===== src/rtl/instr_fetch_unit.sv =====
// Instruction fetch front end: owns the fetch PC, runs the imem req/gnt/rvalid
// handshake, buffers fetched words in an in-order skid FIFO and applies redirects.
//
// state  | meaning
// S_IDLE | no request; waits until outstanding + buffered < FIFO_DEPTH
// S_REQ  | request asserted, address held stable until granted
module instr_fetch_unit #(
  parameter logic [31:0] RESET_PC   = 32'h0000_0000,
  parameter int          FIFO_DEPTH = 2
) (
  input  logic        clk_i,
  input  logic        rst_ni,
  output logic        imem_req_o,
  output logic [31:0] imem_addr_o,
  input  logic        imem_gnt_i,
  input  logic        imem_rvalid_i,
  input  logic [31:0] imem_rdata_i,
  input  logic        redirect_i,
  input  logic [31:0] redirect_pc_i,
  input  logic        stall_i,
  output logic        instr_valid_o,
  output logic [31:0] instr_o,
  output logic [31:0] instr_pc_o,
  output logic [6:0]  opcode_o
);
  localparam int          CW      = $clog2(FIFO_DEPTH + 1);
  localparam logic [CW:0] DEPTH_W = (CW + 1)'(FIFO_DEPTH);
  localparam logic [31:0] NOP     = 32'h0000_0013;

  typedef enum logic {S_IDLE, S_REQ} state_t;
  state_t r_state, w_state_nxt;

  logic [31:0]   r_pc, w_pc_nxt, r_stale_addr;
  logic          r_stale, w_stale_nxt;
  logic [CW-1:0] r_out, r_drop, r_cnt;
  logic [CW-1:0] w_out_nxt, w_drop_nxt, w_cnt_nxt, w_ifq_wr, w_fifo_wr;
  logic [CW:0]   w_slots_nxt;
  logic [31:0]   r_ifq [FIFO_DEPTH];
  logic [31:0]   w_ifq_nxt [FIFO_DEPTH];
  logic [31:0]   r_fdata [FIFO_DEPTH];
  logic [31:0]   r_faddr [FIFO_DEPTH];
  logic [31:0]   w_fdata_nxt [FIFO_DEPTH];
  logic [31:0]   w_faddr_nxt [FIFO_DEPTH];
  logic          w_gnt, w_pop, w_push, w_drop_rsp;
  logic [31:0]   w_addr, w_redirect_pc;

  // A request left ungranted across a redirect keeps its old address in r_stale_addr
  assign imem_req_o    = (r_state == S_REQ);
  assign w_gnt         = imem_req_o & imem_gnt_i;
  assign w_addr        = r_stale ? r_stale_addr : r_pc;
  assign imem_addr_o   = w_addr;
  assign w_redirect_pc = redirect_pc_i & 32'hFFFF_FFFC;

  assign instr_valid_o = (r_cnt != '0);
  assign instr_o       = instr_valid_o ? r_fdata[0] : NOP;
  assign instr_pc_o    = instr_valid_o ? r_faddr[0] : '0;
  assign opcode_o      = instr_o[6:0];

  assign w_pop       = instr_valid_o & ~stall_i;
  assign w_drop_rsp  = imem_rvalid_i & (r_drop != '0);
  assign w_push      = imem_rvalid_i & (r_drop == '0) & ~redirect_i;
  assign w_out_nxt   = r_out + CW'(w_gnt) - CW'(imem_rvalid_i);
  assign w_cnt_nxt   = redirect_i ? '0 : (r_cnt - CW'(w_pop) + CW'(w_push));
  assign w_slots_nxt = {1'b0, w_out_nxt} + {1'b0, w_cnt_nxt};
  assign w_ifq_wr    = r_out - CW'(imem_rvalid_i);
  assign w_fifo_wr   = r_cnt - CW'(w_pop);

  // Everything still in flight after a redirect is wrong-path, so drop = outstanding
  always_comb begin
    w_pc_nxt    = r_pc;
    w_stale_nxt = r_stale;
    w_drop_nxt  = r_drop;
    if (redirect_i) begin
      w_pc_nxt   = w_redirect_pc;
      w_drop_nxt = w_out_nxt;
    end else begin
      if (w_gnt && !r_stale) w_pc_nxt = r_pc + 32'd4;
      w_drop_nxt = r_drop - CW'(w_drop_rsp) + CW'(w_gnt & r_stale);
    end
    if (w_gnt) w_stale_nxt = 1'b0;
    else if (redirect_i && imem_req_o) w_stale_nxt = 1'b1;
  end

  always_comb begin
    w_ifq_nxt = r_ifq;
    if (imem_rvalid_i)
      for (int i = 0; i < FIFO_DEPTH - 1; i++) w_ifq_nxt[i] = r_ifq[i + 1];
    for (int i = 0; i < FIFO_DEPTH; i++)
      if (w_gnt && (CW'(i) == w_ifq_wr)) w_ifq_nxt[i] = w_addr;
  end

  always_comb begin
    w_fdata_nxt = r_fdata;
    w_faddr_nxt = r_faddr;
    if (w_pop)
      for (int i = 0; i < FIFO_DEPTH - 1; i++) begin
        w_fdata_nxt[i] = r_fdata[i + 1];
        w_faddr_nxt[i] = r_faddr[i + 1];
      end
    for (int i = 0; i < FIFO_DEPTH; i++)
      if (w_push && (CW'(i) == w_fifo_wr)) begin
        w_fdata_nxt[i] = imem_rdata_i;
        w_faddr_nxt[i] = r_ifq[0];
      end
  end

  always_comb begin
    w_state_nxt = r_state;
    case (r_state)
      S_IDLE:  if (w_slots_nxt < DEPTH_W) w_state_nxt = S_REQ;
      S_REQ:   if (imem_gnt_i) w_state_nxt = (w_slots_nxt < DEPTH_W) ? S_REQ : S_IDLE;
      default: w_state_nxt = S_IDLE;
    endcase
  end

  always_ff @(posedge clk_i or negedge rst_ni) begin
    if (!rst_ni) begin
      r_state      <= S_IDLE;
      r_pc         <= RESET_PC;
      r_stale      <= 1'b0;
      r_stale_addr <= RESET_PC;
      r_out        <= '0;
      r_drop       <= '0;
      r_cnt        <= '0;
      r_ifq        <= '{default: '0};
      r_fdata      <= '{default: '0};
      r_faddr      <= '{default: '0};
    end else begin
      r_state <= w_state_nxt;
      r_pc    <= w_pc_nxt;
      r_stale <= w_stale_nxt;
      r_out   <= w_out_nxt;
      r_drop  <= w_drop_nxt;
      r_cnt   <= w_cnt_nxt;
      r_ifq   <= w_ifq_nxt;
      r_fdata <= w_fdata_nxt;
      r_faddr <= w_faddr_nxt;
      if (redirect_i && imem_req_o && !imem_gnt_i) r_stale_addr <= w_addr;
    end
  end

  a_rvalid_needs_outstanding: assert property (
    @(posedge clk_i) disable iff (!rst_ni) imem_rvalid_i |-> (r_out != '0));

endmodule


===== config.mk =====
export PLATFORM = sky130hd
export DESIGN_NAME = instr_fetch_unit
export DESIGN_NICKNAME = d
export VERILOG_FILES = /design/src/rtl/instr_fetch_unit.sv
export SDC_FILE = /design/constraint.sdc
export NUM_CORES = 1
export LEC_CHECK = 0
export CAP_MARGIN = 40
export CORE_ASPECT_RATIO = 2
export CORE_UTILIZATION = 29
export DETAILED_ROUTE_END_ITERATION = 16
export GPL_TIMING_DRIVEN = 1
export PLACE_DENSITY = 0.52
export SLEW_MARGIN = 5
export SYNTH_ARGS = -nofsm -noshare
export SYNTH_HDL_FRONTEND = slang
export SYNTH_SLANG_ARGS = --single-unit

===== constraint.sdc =====
create_clock -name clk_i -period 4.1 [get_ports clk_i]
set_input_delay 0.615 -clock clk_i [delete_from_list [all_inputs] [get_ports clk_i]]
set_output_delay 0.615 -clock clk_i [all_outputs]
set_load 0.01 [all_outputs]

==> summary.txt <==
Synthesis
  • Yosys top cell by area: dfrtp_1
  • Cell count after synthesis: about 1200
  • Cell variety after synth: 44
  • #FFs+latches synth: approximately 260
  • Largest cells by area after synthesis: dfrtp_1 54%, nand2_1 6.9%, mux2i_1 4.9%
  • Syn avg cell area: a little under 10 um^2
  • Primary FF master, synth: dfrtp_1
  • Mapped Area: between 0.01 and 0.015 mm^2
  • Async S/R FF share, synth: 100%
  • Ys Warns: 0
  • Synthesized Nets: about 1300
  • Post-synth EDFFs: 0
  • Sequential-to-total area share from yosys stat: 54.3%
  • Top cell type's share of synthesized area: between 50 and 60%

Power and ir drop
  • Leakage: approximately 6.6 nW
  • Switch Pwr: between 0.003 and 0.004 W
  • Cell internal pwr: around 0.0070 W
  • VDD IR max: between 0.0002 and 0.0003 V
  • Clock share of power: 22.7%
  • Total Power: ~0.011 W
  • Flop pwr share: 40.3%
  • Combinational fraction of design power: a little under two fifths
  • Power per cell area: approximately 710 mW/mm^2
  • Sw Ratio: a little over a third

Floorplan
  • Die Span X: roughly 150 um
  • Die area: around 0.043 mm^2
  • # IOs: ~180
  • Starting Density: roughly 30%
  • Row count: roughly 110
  • Die height: 291 um
  • Core area: roughly 0.041 mm^2

Status
  • Run status: finished clean

Layout
  • Nets@finish: ~1400
  • Share of layout cells above drive strength 1: around 8.0%
  • Commonest non-fill, non-tap cells in the layout: 261 x dfrtp_1, 221 x nand2_1, 170 x clkdlybuf4s50_1
  • Area Overhead vs Synth: 25.7%
  • N_diodes: 0
  • Fin util: 37.0%
  • Post-route insts no fill: 1905
  • Commonest non-fill, non-tap cell in the layout: dfrtp_1

Drt
  • Vias/cell: 4.69
  • DRC: 0
  • Pre-Repair DR Iteration Count: 5
  • Routed WL: between 30000 and 40000 um
  • Wirelength per Cell: 16.0 um
  • DRT iter0 DRCs: approximately 400
  • Via count: 8929
  • Post-route ant nets: 0

Worst setup path
  • Crit-path max FO: 23
  • Worst Path Arrival: 2.56 ns
  • Crit Path Class: flip-flop to output pin
  • Reg2Reg Depth: 8
  • Reg2reg end: r_faddr[19]
  • Crit path capture: imem_addr_o[4]
  • Critical Path Start: r_stale
  • CP cell instances: buf_12 -> mux2i_1 -> inv_1 -> clkdlybuf4s50_1
  • Crit end category: output pin
  • Slowest cell on the critical path: dfrtp_2
  • Critical path launch point type: flip-flop
  • Flop2flop setup slack: about 1.3 ns
  • Reg-to-Reg Start: r_cnt[1]
  • CP required: between 3 and 4 ns
  • Delay of the slowest critical-path stage: 0.68 ns

Placed design
  • Buffers on Ports: 172
  • Placed cell count: about 1900
  • GPL Wtd Cong: 0.755
  • Hpwl dp: between 20000 and 25000 um

Clock tree
  • Post-CTS Setup Inserts: 0
  • Clock sinks: ~260
  • CTS Root Cell: clkbuf_16
  • Post-CTS Resized: 0
  • Hold-fix buffers, CTS: 0
  • H-Tree Level Count: 1
  • Total CTS buffers: 26
  • Clock Latency Late Sink: around 0.54 ns
  • CTS tree: yes
  • Clock tree buffer depth: 3
  • Clock Pin Slew Worst Setup and Hold Paths: about 0.060 ns

STA
  • Worst-Margin Slew: between 0.8 and 0.9 ns
  • Fin crit share: between 70 and 80%
  • Fin. Hold Viols: 0
  • Final setup fails: 0
  • Worst hold slack: 0.0552 ns
  • Max Slew Vio Count: 0
  • F_max: 0.315 GHz
  • Total negative slack: 0 ns
  • RSZ-0062 raised after global routing: no
  • Slew HR: between 40% and 50%
  • Final min period: approximately 3.2 ns
  • Fin Clk Skew: ~0.011 ns

GRT
  • Number of global-route vias before repair: slightly above 9000
  • GRT busiest layer: met2
  • GRT Resource Usage Total: between 10% and 20%
  • Pin count of the biggest net entering global routing: 91
  • Grt met3 use: around 1.6%
  • Initial antenna violation count: 0
  • Global-route wire length before repair: about 50000 um
  • Met1 usage: between 10% and 20%
  • Grt ovf: 0
  • Met2 Usage GRT: 27.0%

Run
  • Number of max-cap violations: 0

Min path
  • Hold Path Class: input port to asynchronous set/reset pin
-- area by class of cell --
type	instances	area (um^2)
tap	535	669
inverter	43	161
fill	4160	25800
clock buffer	41	788
timing repair buffer	192	1940
multi-input combinational	827	4990
clock inverter	5	75.1
sequential	262	6560
-- how the worst min path moves through the flow --
stage / endpoint
2_1_floorplan: imem_req_o
3_3_place_gp: r_stale_addr[1]
3_5_place_dp: r_stale_addr[1]
4_1_cts: r_pc[28]
5_1_grt: r_pc[28]
6_report: r_pc[28]
-- metrics by stage --
step	instance area, um^2	worst slack (ns)
floorplan	12100	1.61
global placement	14300	0.898
detailed placement	14300	0.864
CTS	15200	0.799
global route	15200	0.776
finish	15200	0.924
-- Yosys cell counts (all sizes together), types with 2 or more instances --
cell type	instances
nand3	18
nand2	221
nand2b	5
a31oi	78
o31ai	13
and2	66
clkbuf	66
o211ai	6
and3	6
o31a	2
mux2	67
dfrtp	262
nor2	108
buf	25
inv	43
nand4	9
or3	2
a21oi	33
nor2b	2
o21a	6
or4	19
and4	2
xnor2	7
mux2i	59
ha	8
o21ai	73
xor2	8
-- layer usage --
| layer | routed length (um) | vias to the layer above |
|---|---|---|
| met5 | 0 | - |
| met4 | 668 | 0 |
| met3 | 1130 | 39 |
| met2 | 15900 | 187 |
| met1 | 12700 | 4291 |
| li1 | - | 4412 |
-- power by group through the flow --
stage | clock (W) | sequential [W] | combinational (W)
3_3_place_gp | 0 | 0.00439 | 0.00391
3_5_place_dp | 0 | 0.00440 | 0.00407
4_1_cts | 0.00255 | 0.00435 | 0.00409
6_report | 0.00244 | 0.00435 | 0.00399
2_1_floorplan | 0 | 0.00415 | 0.00255
5_1_grt | 0.00263 | 0.00451 | 0.00448
-- cells by family (layout without fill, tap and decap cells) --
family,Yosys count,count (layout),share of synthesized area [%]
and+or+nand+nor,465,465,17.6
adders and majority gates,9,9,0.994
buffers and inverters,134,281,4.72
xor gates and xnor gates,15,15,1.09
AOI/OAI and AO/OA,212,212,10.2
DFF,262,262,54.3
muxes,126,126,11.1
-- critical path, delay by kind of cell (launching register included) --
| family | cells | cell delay, ns |
|---|---|---|
| buffers and inverters | 3 | 0.83 |
| flip-flops | 1 | 0.68 |
| multiplexers | 1 | 0.51 |
-- state kept, by name, indices dropped and copies added, names as in the netlist --
signal,flops
r_faddr,64
r_cnt,2
r_ifq,64
r_out,2
r_fdata,64
r_stale,1
r_stale_addr,32
imem_req_o,1
r_pc,30
r_drop,2
(Power assumes the default switching activity.)
